$ cat src/rtl/wishbone_dmi_master_if.sv
// Bundle of the DMI request/response handshake and the Wishbone master bus used by
// wishbone_dmi_master.
//   cmd_*  : upstream DMI request (valid/ready, we, 32-bit addr, 64-bit wdata)
//   rsp_*  : upstream DMI response (valid/ready, 64-bit rdata, err = timeout)
//   addr_o/we_o/data_o/cyc_o/stb_o/data_i/ack_i : Wishbone master signals
// Signal suffixes are from the point of view of the master.
// The master modport is used by the DUT, the slave modport by whatever drives it.
interface wishbone_dmi_master_if;
  logic        cmd_valid_i;
  logic        cmd_ready_o;
  logic        cmd_we_i;
  logic [31:0] cmd_addr_i;
  logic [63:0] cmd_wdata_i;
  logic        rsp_valid_o;
  logic        rsp_ready_i;
  logic [63:0] rsp_rdata_o;
  logic        rsp_err_o;
  logic [31:0] addr_o;
  logic        we_o;
  logic [63:0] data_o;
  logic        cyc_o;
  logic        stb_o;
  logic [63:0] data_i;
  logic        ack_i;

  modport master (
    input  cmd_valid_i, cmd_we_i, cmd_addr_i, cmd_wdata_i, rsp_ready_i, data_i, ack_i,
    output cmd_ready_o, rsp_valid_o, rsp_rdata_o, rsp_err_o,
    output addr_o, we_o, data_o, cyc_o, stb_o
  );

  modport slave (
    output cmd_valid_i, cmd_we_i, cmd_addr_i, cmd_wdata_i, rsp_ready_i, data_i, ack_i,
    input  cmd_ready_o, rsp_valid_o, rsp_rdata_o, rsp_err_o,
    input  addr_o, we_o, data_o, cyc_o, stb_o
  );
endinterface

$ cat src/rtl/wishbone_dmi_master.sv
// DMI-to-Wishbone bridge: accepts one DMI request at a time, runs a single Wishbone
// classic cycle, waits for the slave to release ack, then presents the response.
// Ports:
//   clk_i : clock, rising edge
//   rst_i : asynchronous active-low reset
//   bus   : wishbone_dmi_master_if.master (DMI cmd/rsp handshakes + Wishbone master)
// Parameters:
//   TIMEOUT_CYCLES : max cycles waited for ack to rise, and again for it to fall
//   CNT_W          : timeout counter width, TIMEOUT_CYCLES < 2**CNT_W
module wishbone_dmi_master #(
  parameter int unsigned TIMEOUT_CYCLES = 255,
  parameter int unsigned CNT_W          = 8
) (
  input  logic                          clk_i,
  input  logic                          rst_i,
  wishbone_dmi_master_if.master         bus
);

  typedef enum logic [1:0] {StIdle, StReq, StRelease, StResp} state_e;

  // Counter value on the last allowed wait cycle.
  localparam logic [CNT_W-1:0] CntLast = CNT_W'(TIMEOUT_CYCLES - 1);

  state_e            state_q, state_d;
  logic [CNT_W-1:0]  cnt_q, cnt_d;
  logic [31:0]       addr_q, addr_d;
  logic              we_q, we_d;
  logic [63:0]       wdata_q, wdata_d;
  logic [63:0]       rdata_q, rdata_d;
  logic              err_q, err_d;
  // Keeps cmd_ready_o low while reset is held and until the first edge after release.
  logic              init_q, init_d;

  logic accept;
  logic cnt_last;

  assign accept   = (state_q == StIdle) && init_q && bus.cmd_valid_i;
  assign cnt_last = (cnt_q == CntLast);
  assign init_d   = 1'b1;

  // State register
  always_ff @(posedge clk_i or negedge rst_i) begin
    if (!rst_i) begin
      state_q <= StIdle;
    end else begin
      state_q <= state_d;
    end
  end

  // Next-state logic; ack has priority over the timeout on the same edge.
  always_comb begin
    state_d = state_q;
    unique case (state_q)
      StIdle:    if (accept) state_d = StReq;
      StReq:     if (bus.ack_i || cnt_last) state_d = StRelease;
      StRelease: if (!bus.ack_i || cnt_last) state_d = StResp;
      StResp:    if (bus.rsp_ready_i) state_d = StIdle;
      default:   state_d = StIdle;
    endcase
  end

  // Datapath next-state
  always_comb begin
    cnt_d   = cnt_q;
    addr_d  = addr_q;
    we_d    = we_q;
    wdata_d = wdata_q;
    rdata_d = rdata_q;
    err_d   = err_q;
    unique case (state_q)
      StIdle: begin
        if (accept) begin
          addr_d  = bus.cmd_addr_i;
          we_d    = bus.cmd_we_i;
          wdata_d = bus.cmd_wdata_i;
          cnt_d   = '0;
        end
      end
      StReq: begin
        if (bus.ack_i) begin
          // Captured for writes too: the slave returns the written value.
          rdata_d = bus.data_i;
          err_d   = 1'b0;
          cnt_d   = '0;
        end else if (cnt_last) begin
          rdata_d = '0;
          err_d   = 1'b1;
          cnt_d   = '0;
        end else begin
          cnt_d = cnt_q + CNT_W'(1);
        end
      end
      StRelease: begin
        if (bus.ack_i) begin
          if (cnt_last) begin
            err_d = 1'b1;
          end else begin
            cnt_d = cnt_q + CNT_W'(1);
          end
        end
      end
      StResp: ;
      default: ;
    endcase
  end

  always_ff @(posedge clk_i or negedge rst_i) begin
    if (!rst_i) begin
      cnt_q   <= '0;
      addr_q  <= '0;
      we_q    <= 1'b0;
      wdata_q <= '0;
      rdata_q <= '0;
      err_q   <= 1'b0;
      init_q  <= 1'b0;
    end else begin
      cnt_q   <= cnt_d;
      addr_q  <= addr_d;
      we_q    <= we_d;
      wdata_q <= wdata_d;
      rdata_q <= rdata_d;
      err_q   <= err_d;
      init_q  <= init_d;
    end
  end

  // Outputs decoded from state so reset drops cyc/stb without waiting for an edge.
  always_comb begin
    bus.cmd_ready_o = (state_q == StIdle) && init_q;
    bus.cyc_o       = (state_q == StReq);
    bus.stb_o       = (state_q == StReq);
    bus.rsp_valid_o = (state_q == StResp);
    bus.addr_o      = addr_q;
    bus.we_o        = we_q;
    bus.data_o      = wdata_q;
    bus.rsp_rdata_o = rdata_q;
    bus.rsp_err_o   = err_q;
  end

endmodule

$ cat src/flat_wrapper.sv
// flat-port wrapper written by rule: the top's interface ports become plain ports
module wishbone_dmi_master_flat 
#(
  parameter int unsigned TIMEOUT_CYCLES = 255,
  parameter int unsigned CNT_W          = 8
)
  (clk_i, rst_i, bus_cmd_valid_i, bus_cmd_we_i, bus_cmd_addr_i, bus_cmd_wdata_i, bus_rsp_ready_i, bus_data_i, bus_ack_i, bus_cmd_ready_o, bus_rsp_valid_o, bus_rsp_rdata_o, bus_rsp_err_o, bus_addr_o, bus_we_o, bus_data_o, bus_cyc_o, bus_stb_o);
  wishbone_dmi_master_if bus_i ();
  input  logic clk_i;
  input  logic rst_i;
  input wire logic [$bits(bus_i.cmd_valid_i)-1:0] bus_cmd_valid_i;
  input wire logic [$bits(bus_i.cmd_we_i)-1:0] bus_cmd_we_i;
  input wire logic [$bits(bus_i.cmd_addr_i)-1:0] bus_cmd_addr_i;
  input wire logic [$bits(bus_i.cmd_wdata_i)-1:0] bus_cmd_wdata_i;
  input wire logic [$bits(bus_i.rsp_ready_i)-1:0] bus_rsp_ready_i;
  input wire logic [$bits(bus_i.data_i)-1:0] bus_data_i;
  input wire logic [$bits(bus_i.ack_i)-1:0] bus_ack_i;
  output wire logic [$bits(bus_i.cmd_ready_o)-1:0] bus_cmd_ready_o;
  output wire logic [$bits(bus_i.rsp_valid_o)-1:0] bus_rsp_valid_o;
  output wire logic [$bits(bus_i.rsp_rdata_o)-1:0] bus_rsp_rdata_o;
  output wire logic [$bits(bus_i.rsp_err_o)-1:0] bus_rsp_err_o;
  output wire logic [$bits(bus_i.addr_o)-1:0] bus_addr_o;
  output wire logic [$bits(bus_i.we_o)-1:0] bus_we_o;
  output wire logic [$bits(bus_i.data_o)-1:0] bus_data_o;
  output wire logic [$bits(bus_i.cyc_o)-1:0] bus_cyc_o;
  output wire logic [$bits(bus_i.stb_o)-1:0] bus_stb_o;
  assign bus_i.cmd_valid_i = bus_cmd_valid_i;
  assign bus_i.cmd_we_i = bus_cmd_we_i;
  assign bus_i.cmd_addr_i = bus_cmd_addr_i;
  assign bus_i.cmd_wdata_i = bus_cmd_wdata_i;
  assign bus_i.rsp_ready_i = bus_rsp_ready_i;
  assign bus_i.data_i = bus_data_i;
  assign bus_i.ack_i = bus_ack_i;
  assign bus_cmd_ready_o = bus_i.cmd_ready_o;
  assign bus_rsp_valid_o = bus_i.rsp_valid_o;
  assign bus_rsp_rdata_o = bus_i.rsp_rdata_o;
  assign bus_rsp_err_o = bus_i.rsp_err_o;
  assign bus_addr_o = bus_i.addr_o;
  assign bus_we_o = bus_i.we_o;
  assign bus_data_o = bus_i.data_o;
  assign bus_cyc_o = bus_i.cyc_o;
  assign bus_stb_o = bus_i.stb_o;
  wishbone_dmi_master #(.TIMEOUT_CYCLES(TIMEOUT_CYCLES), .CNT_W(CNT_W)) u_core (.clk_i(clk_i), .rst_i(rst_i), .bus(bus_i));
endmodule
$ cat config.mk
export PLATFORM = sky130hd
export DESIGN_NAME = wishbone_dmi_master_flat
export DESIGN_NICKNAME = d
export VERILOG_FILES = /design/src/rtl/wishbone_dmi_master_if.sv /design/src/rtl/wishbone_dmi_master.sv /design/src/flat_wrapper.sv
export SDC_FILE = /design/constraint.sdc
export NUM_CORES = 1
export LEC_CHECK = 0
export CAP_MARGIN = 20
export CORE_UTILIZATION = 42
export CTS_BUF_LIST = sky130_fd_sc_hd__clkbuf_2
export CTS_CLUSTER_DIAMETER = 120
export DETAILED_ROUTE_END_ITERATION = 8
export PLACE_DENSITY = 0.92
export SLEW_MARGIN = 0
export SYNTH_ARGS = -nofsm -noshare
export SYNTH_HDL_FRONTEND = slang
export SYNTH_SLANG_ARGS = --single-unit
$ cat constraint.sdc
create_clock -name clk_i -period 2.29 [get_ports clk_i]
set_clock_uncertainty 0.15 [all_clocks]
set_input_delay 0.458 -clock clk_i [delete_from_list [all_inputs] [get_ports clk_i]]
set_output_delay 0.458 -clock clk_i [all_outputs]
set_load 0.01 [all_outputs]
==> impl_metrics.py <==
metrics = {
    "global_route": {
        "grt_overflow_total": 0,
        "track_usage_pct": 23.18,
        "grt_max_degree": 65,
        "antenna_found_initial": 0,
        "grt_pass1_wl_um": 28890,
        "grt_pass1_vias": 5554,
    },
    "logic_synthesis": {
        "synth_edf_count": 0,
        "synth_area_per_cell_um2": 15.65,
        "yosysSeqAreaShare_pct": 64.79,
        "synth_cell_types": 33,
        "synth_ff_type": "dfrtp_1",
        "synthCells": 427,
        "synthArstFlopShare_pct": 100.0,
        "synth_nets": 600,
        "syn-cell-area_um2": 6681,
        "ys_warn_count": 0,
        "synth_area_leaders": "dfrtp_1, mux2_2, a22o_1",
        "synth-seq-cells": 173,
        "synth_top_cell_by_area": "dfrtp_1",
        "synth.top_cell.area_share_pct": 64.79,
    },
    "routing": {
        "wl_um": 18710,
        "viasPerCell": 5.021,
        "wl_per_cell_um": 18.27,
        "drtPass1Iterations": 4,
        "drtAntennaViolNets": 0,
        "drc_errors": 0,
        "num_vias": 5142,
        "drt_iter0_markers": 256,
    },
    "die": {
        "num_rows": 45,
        "die_height_um": 128.1,
        "initial_core_util_pct": 43.47,
        "core-area_um2": 15370,
        "fp.dieW_um": 128.1,
        "dieArea_um2": 16420,
        "num_io_pins": 332,
    },
    "sta": {
        "setup_viol": 0,
        "fmax_ghz": 0.4383,
        "setup_ws_ns": 0.008356,
        "rsz0062_at_grt": "true",
        "fin_crit_ns": 2.282,
        "maxSlewHeadroom_pct": 64.95,
        "worstMarginPinSlew_ns": 0.5258,
        "period_share_pct": 99.64,
        "hold_violations": 0,
        "whs_ns": 0.1664,
        "maxSlewViolCount": 0,
    },
    "run_status": {
        "status": "finished clean",
    },
    "placed_design": {
        "dp_hpwl_um": 13420,
        "portBuffers": 331,
        "dp.cells": 957,
        "dp_slack_ns": -0.05793,
        "gp_congestion": 0.8001,
    },
    "clock_tree": {
        "cts_made_buffers": 17,
        "clockBufferDepth": 2,
        "cts.clk_slew.worst_paths_ns": 0.25,
        "cts_max_level": 4,
        "worstSkewPairLatency_ns": 0.72,
        "cts_tree": "built",
        "clockRootBuffer": "clkbuf_2",
        "cts.sinks": 173,
    },
    "finish": {
        "layout_commonest_cell": "dfrtp_1",
        "final-instance-count-excl-fill": 1024,
        "antenna_cells": 0,
        "final_layout_size_suffix_gt1_share_pct": 24.85,
        "area_growth_pct": 59.31,
        "fin_nets": 974,
        "final_cell_mix": "dfrtp_1, clkdlybuf4s50_1, dlygate4sd2_1, mux2_2, a22o_1",
    },
    "setup_path": {
        "critical_path.cell_chain": "inv_4 > ha_4 > and2_4 > buf_6",
        "critPathKind": "reg2out",
        "r2r_cells": 7,
        "endpoint_kind": "primary output",
        "crit_slowest_cell": "dfrtp_2",
        "cp.required_ns": 1.68,
        "startpoint_type": "flip-flop",
        "cpPeakStageDelay_ns": 0.49,
        "cp_max_fo": 4,
        "crit_arrival_ns": 1.67,
    },
    "power_and_ir_drop": {
        "finalPower_mw": 12.79,
        "p_leak_nw": 5.078,
        "peakVddDrop_mv": 0.7347,
        "power_per_cell_area_nw_per_um2": 1202,
    },
    "job": {
        "drv_cap": 0,
    },
    "min_path": {
        "hold_path.class": "in2reg",
        "hold_path_depth": 2,
    },
}
## worst paths after layout
kind,start,slack (ns),endpoint
max,u_core.state_q[0],0.008,bus_cmd_ready_o
min,bus_data_i[19],0.17,u_core.bus.rsp_rdata_o[19]
max reg2reg,u_core.state_q[1],0.04,u_core.cnt_q[6]
min reg2reg,u_core.bus.data_o[15],0.38,u_core.bus.data_o[15]
max in group asynchronous,rst_i,0.85,u_core.bus.data_o[7]
min in group asynchronous,rst_i,0.54,u_core.init_q
## kinds of logic after synthesis
kind of cell    after synthesis  share of synthesized area (%)
simple gates                 34                          2.903
fa+ha+maj                     7                          1.311
flops                       173                          64.79
buf+inv                      30                          2.790
mux                         101                          17.00
other cells                   1                        0.05613
compound gates               81                          11.14
## cell type report
class / instances / area, µm²
multi-input combinational: 224 / 2223
sequential: 173 / 4332
inverter: 4 / 20.02
tap: 211 / 264.0
fill: 1067 / 4727
timing repair buffer: 381 / 3596
clock inverter: 12 / 113.9
clock buffer: 19 / 95.09
## where the power goes
| group | internal [mW] | total (mW) | switching, mW |
|---|---|---|---|
| logic | 3.49 | 6.09 | 2.60 |
| clock network | 0.403 | 1.49 | 1.08 |
| registers | 4.45 | 5.21 | 0.758 |
## cells in the mapped netlist (all sizes together), types with 2 or more instances
library cell and n:
nand3 6, and2 2, nor2 12, a22o 64
o21ai 3, ha 7, and3 7, a21oi 3
a221o 6, inv 4, mux2 100, dfrtp 173
buf 22, clkbuf 4
## state kept, by name (all words and copies together) (netlist names)
name / cells
u_core.bus.addr_o: 32
u_core.bus.rsp_rdata_o: 64
u_core.init_q: 1
u_core.state_q: 2
u_core.bus.we_o: 1
u_core.bus.rsp_err_o: 1
u_core.bus.data_o: 64
u_core.cnt_q: 8
## layer usage
layer / share of wire (%) / GRT usage [%] / vias up
met5: 0 / 0 / -
met1: 39 / 26.57 / 2507
li1: - / - / 2317
met4: 2.9 / 9.827 / 0
met2: 51 / 40.95 / 268
met3: 7.3 / 6.052 / 50
## critical path, delay by kind of cell (launching register included)
kind | cells | cell delay [ns]
adders and majority gates | 1 | 0.13
buffers and inverters | 2 | 0.19
DFF | 1 | 0.49
and+or+nand+nor | 1 | 0.16
## per-stage QoR
stage / utilization, % / setup TNS (ns) / area [µm²]
final: 69.25 / 0 / 10640
after detailed placement: 66.86 / -0.2901 / 10280
after floorplan: - / 0 / 6681
after global routing: 69.25 / -0.7220 / 10640
after CTS: 68.91 / -0.1809 / 10590
after global placement: 66.86 / 0 / 10280
## repair_timing
item	in CTS	in global routing
resized for setup	192	8
pin swaps	2	5
endpoints found under the setup margin	171	11
endpoints found under the hold margin	173	0
setup buffers	31	3
hold buffers	3	0
No activity file was read; power rests on OpenSTA's default activity.
